**config.mk**
```make
export PLATFORM = sky130hd
export DESIGN_NAME = sdram_port_arbiter_flat
export DESIGN_NICKNAME = d
export VERILOG_FILES = /design/src/rtl/sdram_port_arbiter_if.sv /design/src/rtl/sdram_port_arbiter.sv /design/src/flat_wrapper.sv
export SDC_FILE = /design/constraint.sdc
export NUM_CORES = 1
export LEC_CHECK = 0
export CORE_AREA = 2 2 130 132
export CTS_CLUSTER_DIAMETER = 150
export DETAILED_ROUTE_END_ITERATION = 6
export DIE_AREA = 0 0 132 134
export GPL_TIMING_DRIVEN = 0
export PLACE_DENSITY = 0.76
export SLEW_MARGIN = 20
export SYNTH_ARGS = -nofsm -noshare
export SYNTH_HDL_FRONTEND = slang
export SYNTH_SLANG_ARGS = --single-unit
```
**constraint.sdc**
```tcl
create_clock -name clk -period 2 [get_ports clk]
set_clock_uncertainty 0.2 [all_clocks]
set_input_delay 0.3 -clock clk [delete_from_list [all_inputs] [get_ports clk]]
set_output_delay 0.3 -clock clk [all_outputs]
set_load 0.1 [all_outputs]
```
**src/rtl/sdram_port_arbiter_if.sv**
```systemverilog
// Requester-side and SDRAM-controller-side bundles for the SDRAM port arbiter.
// Requesters hold rd or wr until they are acknowledged. A write is acknowledged by wr_ready.
// A read is acknowledged by the rd_valid pulse.

interface sdram_port_arbiter_if #(
    parameter int ADDR_W = 29,
    parameter int DATA_W = 32
);
    logic              rd;
    logic              wr;
    logic [ADDR_W-1:0] addr;
    logic [DATA_W-1:0] wr_data;
    logic              wr_ready;
    logic              rd_valid;
    logic [DATA_W-1:0] rd_data;

    // The requester engine drives the request fields.
    modport master (
        output rd, wr, addr, wr_data,
        input  wr_ready, rd_valid, rd_data
    );

    // The arbiter answers the requester.
    modport slave (
        input  rd, wr, addr, wr_data,
        output wr_ready, rd_valid, rd_data
    );
endinterface

interface sdram_mem_if #(
    parameter int ADDR_W = 29,
    parameter int DATA_W = 32
);
    logic              cmd_valid;
    logic              cmd_ready;
    logic              cmd_we;
    logic [ADDR_W-1:0] addr;
    logic [DATA_W-1:0] wdata;
    logic              rd_valid;
    logic [DATA_W-1:0] rd_data;

    // The arbiter issues commands.
    modport master (
        output cmd_valid, cmd_we, addr, wdata,
        input  cmd_ready, rd_valid, rd_data
    );

    // The SDRAM controller accepts commands and returns read data in order.
    modport slave (
        input  cmd_valid, cmd_we, addr, wdata,
        output cmd_ready, rd_valid, rd_data
    );
endinterface

```
**src/rtl/sdram_port_arbiter.sv**
```systemverilog
// Shares one SDRAM controller port between the GBA cartridge engine and the USB engine.
// GBA has fixed priority. USB is forced through after USB_STARVE_MAX consecutive GBA grants.
// Commands leave from a single registered slot.
// Read data is routed back to its requester through a small owner FIFO, which keeps issue order.

module sdram_port_arbiter #(
    parameter int ADDR_W         = 29,
    parameter int DATA_W         = 32,
    parameter int USB_STARVE_MAX = 64
) (
    input  logic                clk,
    input  logic                rst,
    sdram_port_arbiter_if.slave gba,
    sdram_port_arbiter_if.slave usb,
    sdram_mem_if.master         mem,
    output logic                err_orphan_rd
);
    localparam int CNT_W = $clog2(USB_STARVE_MAX + 1);

    logic              gba_elig;
    logic              usb_elig;
    logic              load_en;
    logic              grant_gba;
    logic              grant_usb;
    logic              starve_hit;
    logic              push;
    logic              pop;

    logic [CNT_W-1:0]  starve_cnt;
    logic              pend_gba;
    logic              pend_usb;

    logic              slot_vld;
    logic              slot_we;
    logic              slot_owner;          // 1 = USB, 0 = GBA
    logic [ADDR_W-1:0] slot_addr;
    logic [DATA_W-1:0] slot_wdata;

    logic [1:0]        fifo_q;              // owner bits; entry 0 is the oldest
    logic [1:0]        fifo_cnt;

    logic              gba_rd_vld_p1;
    logic              usb_rd_vld_p1;
    logic [DATA_W-1:0] gba_rd_data_p1;
    logic [DATA_W-1:0] usb_rd_data_p1;

    // Eligibility, grant selection, write acks and owner-FIFO push/pop strobes.
    always_comb begin
        gba_elig     = (gba.rd | gba.wr) & ~pend_gba;
        usb_elig     = (usb.rd | usb.wr) & ~pend_usb;
        starve_hit   = (starve_cnt == CNT_W'(USB_STARVE_MAX));
        load_en      = ~slot_vld | mem.cmd_ready;
        grant_usb    = load_en & usb_elig & (~gba_elig | starve_hit);
        grant_gba    = load_en & gba_elig & ~grant_usb;
        gba.wr_ready = grant_gba & gba.wr;
        usb.wr_ready = grant_usb & usb.wr;
        push         = slot_vld & mem.cmd_ready & ~slot_we;
        pop          = mem.rd_valid & (fifo_cnt != 2'd0);
    end

    // Count consecutive GBA wins while USB waits. The count saturates at the forcing threshold.
    always_ff @(posedge clk) begin
        if (rst) begin
            starve_cnt <= '0;
        end else if (!usb_elig || grant_usb) begin
            starve_cnt <= '0;
        end else if (grant_gba && !starve_hit) begin
            starve_cnt <= starve_cnt + CNT_W'(1);
        end
    end

    // Command slot: load the winner whenever the slot is empty or just accepted.
    // Otherwise hold the command stable.
    always_ff @(posedge clk) begin
        if (rst) begin
            slot_vld   <= 1'b0;
            slot_we    <= 1'b0;
            slot_owner <= 1'b0;
            slot_addr  <= '0;
            slot_wdata <= '0;
        end else if (load_en) begin
            slot_vld <= grant_gba | grant_usb;
            if (grant_usb) begin
                slot_we    <= usb.wr;
                slot_owner <= 1'b1;
                slot_addr  <= usb.addr;
                slot_wdata <= usb.wr_data;
            end else if (grant_gba) begin
                slot_we    <= gba.wr;
                slot_owner <= 1'b0;
                slot_addr  <= gba.addr;
                slot_wdata <= gba.wr_data;
            end
        end
    end

    assign mem.cmd_valid = slot_vld;
    assign mem.cmd_we    = slot_we;
    assign mem.addr      = slot_addr;
    assign mem.wdata     = slot_wdata;

    // Pending-read flags block re-arbitration until the data pulse has been delivered.
    always_ff @(posedge clk) begin
        if (rst) begin
            pend_gba <= 1'b0;
            pend_usb <= 1'b0;
        end else begin
            pend_gba <= (pend_gba & ~gba_rd_vld_p1) | (grant_gba & ~gba.wr);
            pend_usb <= (pend_usb & ~usb_rd_vld_p1) | (grant_usb & ~usb.wr);
        end
    end

    // Owner FIFO (depth 2): push when a read command is accepted, pop on each return.
    always_ff @(posedge clk) begin
        if (rst) begin
            fifo_q   <= 2'b00;
            fifo_cnt <= 2'd0;
        end else begin
            case ({push, pop})
                2'b10: begin
                    fifo_q[fifo_cnt[0]] <= slot_owner;
                    fifo_cnt            <= fifo_cnt + 2'd1;
                end
                2'b01: begin
                    fifo_q[0] <= fifo_q[1];
                    fifo_cnt  <= fifo_cnt - 2'd1;
                end
                2'b11: begin
                    if (fifo_cnt == 2'd1) begin
                        fifo_q[0] <= slot_owner;
                    end else begin
                        fifo_q[0] <= fifo_q[1];
                        fifo_q[1] <= slot_owner;
                    end
                end
                default: ;
            endcase
        end
    end

    // Return stage: register the data to the owner and pulse its valid one cycle later.
    // A return with nothing outstanding is dropped and flagged.
    always_ff @(posedge clk) begin
        if (rst) begin
            gba_rd_vld_p1  <= 1'b0;
            usb_rd_vld_p1  <= 1'b0;
            gba_rd_data_p1 <= '0;
            usb_rd_data_p1 <= '0;
            err_orphan_rd  <= 1'b0;
        end else begin
            gba_rd_vld_p1 <= pop & ~fifo_q[0];
            usb_rd_vld_p1 <= pop & fifo_q[0];
            if (pop && !fifo_q[0]) begin
                gba_rd_data_p1 <= mem.rd_data;
            end
            if (pop && fifo_q[0]) begin
                usb_rd_data_p1 <= mem.rd_data;
            end
            if (mem.rd_valid && fifo_cnt == 2'd0) begin
                err_orphan_rd <= 1'b1;
            end
        end
    end

    assign gba.rd_valid = gba_rd_vld_p1;
    assign gba.rd_data  = gba_rd_data_p1;
    assign usb.rd_valid = usb_rd_vld_p1;
    assign usb.rd_data  = usb_rd_data_p1;

endmodule

```
**src/flat_wrapper.sv**
```systemverilog
// flat-port wrapper written by rule: the top's interface ports become plain ports
module sdram_port_arbiter_flat 
#(
    parameter int ADDR_W         = 29,
    parameter int DATA_W         = 32,
    parameter int USB_STARVE_MAX = 64
)
  (clk, rst, err_orphan_rd, gba_rd, gba_wr, gba_addr, gba_wr_data, gba_wr_ready, gba_rd_valid, gba_rd_data, usb_rd, usb_wr, usb_addr, usb_wr_data, usb_wr_ready, usb_rd_valid, usb_rd_data, mem_cmd_valid, mem_cmd_we, mem_addr, mem_wdata, mem_cmd_ready, mem_rd_valid, mem_rd_data);
  sdram_port_arbiter_if #(.ADDR_W(ADDR_W), .DATA_W(DATA_W)) gba_i ();
  sdram_port_arbiter_if #(.ADDR_W(ADDR_W), .DATA_W(DATA_W)) usb_i ();
  sdram_mem_if #(.ADDR_W(ADDR_W), .DATA_W(DATA_W)) mem_i ();
  input  logic clk;
  input  logic rst;
  output logic err_orphan_rd;
  input wire logic [$bits(gba_i.rd)-1:0] gba_rd;
  input wire logic [$bits(gba_i.wr)-1:0] gba_wr;
  input wire logic [$bits(gba_i.addr)-1:0] gba_addr;
  input wire logic [$bits(gba_i.wr_data)-1:0] gba_wr_data;
  output wire logic [$bits(gba_i.wr_ready)-1:0] gba_wr_ready;
  output wire logic [$bits(gba_i.rd_valid)-1:0] gba_rd_valid;
  output wire logic [$bits(gba_i.rd_data)-1:0] gba_rd_data;
  input wire logic [$bits(usb_i.rd)-1:0] usb_rd;
  input wire logic [$bits(usb_i.wr)-1:0] usb_wr;
  input wire logic [$bits(usb_i.addr)-1:0] usb_addr;
  input wire logic [$bits(usb_i.wr_data)-1:0] usb_wr_data;
  output wire logic [$bits(usb_i.wr_ready)-1:0] usb_wr_ready;
  output wire logic [$bits(usb_i.rd_valid)-1:0] usb_rd_valid;
  output wire logic [$bits(usb_i.rd_data)-1:0] usb_rd_data;
  output wire logic [$bits(mem_i.cmd_valid)-1:0] mem_cmd_valid;
  output wire logic [$bits(mem_i.cmd_we)-1:0] mem_cmd_we;
  output wire logic [$bits(mem_i.addr)-1:0] mem_addr;
  output wire logic [$bits(mem_i.wdata)-1:0] mem_wdata;
  input wire logic [$bits(mem_i.cmd_ready)-1:0] mem_cmd_ready;
  input wire logic [$bits(mem_i.rd_valid)-1:0] mem_rd_valid;
  input wire logic [$bits(mem_i.rd_data)-1:0] mem_rd_data;
  assign gba_i.rd = gba_rd;
  assign gba_i.wr = gba_wr;
  assign gba_i.addr = gba_addr;
  assign gba_i.wr_data = gba_wr_data;
  assign gba_wr_ready = gba_i.wr_ready;
  assign gba_rd_valid = gba_i.rd_valid;
  assign gba_rd_data = gba_i.rd_data;
  assign usb_i.rd = usb_rd;
  assign usb_i.wr = usb_wr;
  assign usb_i.addr = usb_addr;
  assign usb_i.wr_data = usb_wr_data;
  assign usb_wr_ready = usb_i.wr_ready;
  assign usb_rd_valid = usb_i.rd_valid;
  assign usb_rd_data = usb_i.rd_data;
  assign mem_cmd_valid = mem_i.cmd_valid;
  assign mem_cmd_we = mem_i.cmd_we;
  assign mem_addr = mem_i.addr;
  assign mem_wdata = mem_i.wdata;
  assign mem_i.cmd_ready = mem_cmd_ready;
  assign mem_i.rd_valid = mem_rd_valid;
  assign mem_i.rd_data = mem_rd_data;
  sdram_port_arbiter #(.ADDR_W(ADDR_W), .DATA_W(DATA_W), .USB_STARVE_MAX(USB_STARVE_MAX)) u_core (.clk(clk), .rst(rst), .gba(gba_i), .usb(usb_i), .mem(mem_i), .err_orphan_rd(err_orphan_rd));
endmodule
```
==> results.json <==
{
  "p_seq_share_pct": 29.7,
  "die_x_um": 132,
  "end_kind": "output pin",
  "drc": 0,
  "hold_viol": 0,
  "power.internal_uw": 6430,
  "final_cells": 1223,
  "wl_per_cell_um": 17.3,
  "grtUsageTotal_pct": 23.3,
  "min_period_ns": 2.57,
  "maxCapViolCount": 0,
  "clock_path_buffers": 2,
  "cts_tree": "built",
  "cp.arrival_ns": 2.07,
  "cellPowerDensity_mw_per_mm2": 1180,
  "p_comb_share_pct": 44.8,
  "hold_path_class": "reg -> reg",
  "tightest_slew_ns": 0.593,
  "globalplace.congestion": 0.831,
  "ys_types": 38,
  "cts_hold_buf": 0,
  "required_ns": 1.50,
  "p_sw_uw": 5380,
  "dp.cells": 1181,
  "cts-root-buf": "clkbuf_16",
  "use_met2_pct": 40.6,
  "clock_latency_ns": 0.41,
  "p_leak_uw": 0.00374,
  "switching_share_pct": 45.5,
  "num_io_pins": 294,
  "seqCellArea_sq_mm": 0.00290,
  "grtUsageMet3_pct": 8.62,
  "grt-busiest-layer": "met2",
  "violations": "setup timing",
  "fin_setup_tns_ns": -10.41,
  "clockPowerShare_pct": 25.6,
  "area_delta_synth_final_pct": 73.3,
  "critPathKind": "reg -> out",
  "synth_top_family_by_area": "compound AO/OA/AOI/OAI gates",
  "clkTransAtPathRegs_ns": 0.06,
  "layout_common_cells": "clkdlybuf4s50_1 (161), dfxtp_1 (138), nand2_1 (135)",
  "ys_ff_latch": 144,
  "die-area_sq_mm": 0.0177,
  "syn_inst": 668,
  "port_buffers": 293,
  "placed_cell_area_sq_mm": 0.00901,
  "rsz0062_at_grt": "yes",
  "yosysSeqAreaShare_pct": 49.8,
  "gr-total-overflow": 0,
  "totalWireLength_mm": 21.2,
  "vdd_drop_max_uv": 699,
  "final.setup.worst_slack_ns": -0.574,
  "multi_input_area_sq_mm": 0.00246,
  "setup_violations": 63,
  "antenna_found_initial": 2,
  "drt_iter0_drc": 192,
  "cts_buffers": 17,
  "syn_area_sq_mm": 0.00578,
  "vias_per_cell": 4.87,
  "htreeDepth": 4,
  "syn_nets": 838,
  "slew_headroom_pct": 60.7,
  "outcome": "finished with violations",
  "initial_core_util_pct": 35.5,
  "fillerInstances": 1404,
  "drive_gt1_share_pct": 24.5,
  "rows": 47,
  "grt_max_degree": 17,
  "core_area_sq_mm": 0.0163,
  "layout.nets": 1158,
  "muxShareOfSynthArea_pct": 0.346,
  "slew_violations": 0,
  "synthSimpleGateAreaFrac_pct": 12.9,
  "chipHeight_um": 134,
  "gr-usage-met1_pct": 25.9,
  "fmax_mhz": 388,
  "vias": 5960,
  "ys_warn_count": 0,
  "crit_path_start_kind": "register",
  "final_common_cell": "clkdlybuf4s50_1",
  "dp_hpwl_mm": 15.7,
  "grt_pass1_wl_mm": 32.3,
  "grt_pass1_vias": 6023,
  "postRouteAntennaNets": 0,
  "drt_first_pass_iters": 6,
  "syn_area_per_cell_sq_um": 8.66,
  "synthAdderAreaFrac_pct": 1.73,
  "period_share_pct": 129,
  "synth_compound_area_share_pct": 25.1,
  "critical_path.max_fanout": 3,
  "post-route-cell-area_sq_mm": 0.0100,
  "synthXorXnorAreaFrac_pct": 1.06,
  "cts_sinks": 144
}
-- power groups by stage --
| stage | sequential [uW] | clock, uW | combinational (uW) |
|---|---|---|---|
| finish | 3510 | 3020 | 5290 |
| global route | 3560 | 3210 | 5530 |
| CTS | 3510 | 3090 | 5190 |
| detailed placement | 3560 | 0 | 5170 |
| global placement | 3550 | 0 | 5140 |
| floorplan | 6210 | 0 | 1090 |
-- through the flow --
| step | worst slack [ns] | power (uW) | hold slack (ns) | util [%] |
|---|---|---|---|---|
| 6_report | -0.574 | 11800 | 0.252 | 61.5 |
| 5_1_grt | -0.651 | 12300 | 0.254 | 61.5 |
| 4_1_cts | -0.699 | 11800 | 0.238 | 60.6 |
| 3_5_place_dp | -1.51 | 8730 | 0.246 | 55.3 |
| 3_3_place_gp | -1.48 | 8690 | 0.240 | 55.3 |
| 2_1_floorplan | -0.342 | 7300 | 0.236 | - |
-- per-layer routing --
layer  vias up  part of all wire (%)
li1       2923                     -
met1      2765                    39
met2       240                    50
met3        32                   9.2
met4         0                   2.4
met5         -                     0
-- sequential cells by signal, summed over array words and instances (netlist names) --
name                  flops
u_core.mem.addr          29
u_core.slot_owner         1
u_core.mem.cmd_we         1
u_core.starve_cnt         7
u_core.pend_usb           1
u_core.pend_gba           1
u_core.gba.rd_valid       1
u_core.gba.rd_data       32
u_core.fifo_q             2
u_core.mem.cmd_valid      1
u_core.fifo_cnt           2
u_core.err_orphan_rd      1
u_core.mem.wdata         32
u_core.usb.rd_data       32
u_core.usb.rd_valid       1
-- kinds of logic (layout without fill, tap and decap cells) --
kind of cell             Yosys count  in the layout
flip-flops                       144            144
buffers and inverters            122            455
other                              0              2
XOR/XNOR                           7              7
adder cells (fa/ha/maj)            8              8
AND/OR/NAND/NOR                  178            178
multiplexers                       2              2
AO/OA/AOI/OAI                    207            207
-- Yosys cell counts --
cell type | n | share of area, %
a21oi_2 | 1 | 0.15
nand3_1 | 2 | 0.17
or4_1 | 1 | 0.13
a211oi_1 | 2 | 0.26
o21bai_1 | 2 | 0.26
nand3b_1 | 2 | 0.26
xor2_1 | 2 | 0.30
nor4bb_1 | 1 | 0.17
nand4_1 | 1 | 0.11
and3_1 | 1 | 0.11
a2111o_1 | 1 | 0.19
and2_1 | 2 | 0.22
inv_1 | 71 | 4.6
or3_1 | 1 | 0.11
clkbuf_1 | 38 | 2.5
a31oi_1 | 2 | 0.22
o21ai_0 | 62 | 5.4
xnor2_1 | 5 | 0.76
a211o_1 | 1 | 0.15
o21ai_1 | 1 | 0.086
o2111ai_1 | 1 | 0.15
buf_6 | 7 | 1.4
nand2_1 | 136 | 8.8
buf_2 | 6 | 0.52
nor2b_1 | 3 | 0.32
nor4_4 | 1 | 0.37
o221a_2 | 4 | 0.78
o221a_1 | 57 | 11
nor3_1 | 1 | 0.086
a21oi_1 | 71 | 6.1
nor2_1 | 18 | 1.2
dfxtp_1 | 144 | 50
ha_1 | 8 | 1.7
mux2i_1 | 2 | 0.35
o211ai_1 | 1 | 0.13
nor4_1 | 3 | 0.32
nand2b_1 | 5 | 0.54
a311oi_1 | 1 | 0.15
-- worst paths after layout --
check | startpoint | endpoint | slack [ns] | cells past startpoint
worst min-delay path | u_core.usb.rd_data[0] | u_core.usb.rd_data[0] | 0.25 | 2
worst max-delay path | u_core.starve_cnt[5] | gba_wr_ready | -0.57 | 6
worst min register to register | u_core.usb.rd_data[0] | u_core.usb.rd_data[0] | 0.25 | 2
worst max register to register | u_core.starve_cnt[5] | u_core.mem.wdata[20] | -0.20 | 7
-- final cells by class --
| type | instances | share of cell area [%] |
|---|---|---|
| Antenna cell | 2 | 0.0499 |
| Multi-Input combinational cell | 402 | 24.6 |
| Timing Repair Buffer | 303 | 32.2 |
| Buffer | 49 | 3.27 |
| Clock buffer | 17 | 4.24 |
| Tap cell | 220 | 2.75 |
| Inverter | 71 | 2.70 |
| Sequential cell | 144 | 28.9 |
| Clock inverter | 15 | 1.35 |
-- critical path, stage by stage, from the launching register on --
cell and delay (ns):
dfxtp_4 0.36, nor4_4 0.35, a21oi_2 0.10, or3_4 0.37, buf_12 0.15, and3_4 0.17, buf_12 0.16
-- repair_timing --
| action | 4_1_cts | 5_1_grt |
|---|---|---|
| endpoints found under the setup margin | 263 | 111 |
| pin swaps | 4 | 5 |
| resized for setup | 447 | 49 |
| setup buffers | 7 | 3 |
| cloned | 0 | 1 |
No activity file was read; power rests on OpenSTA's default activity.
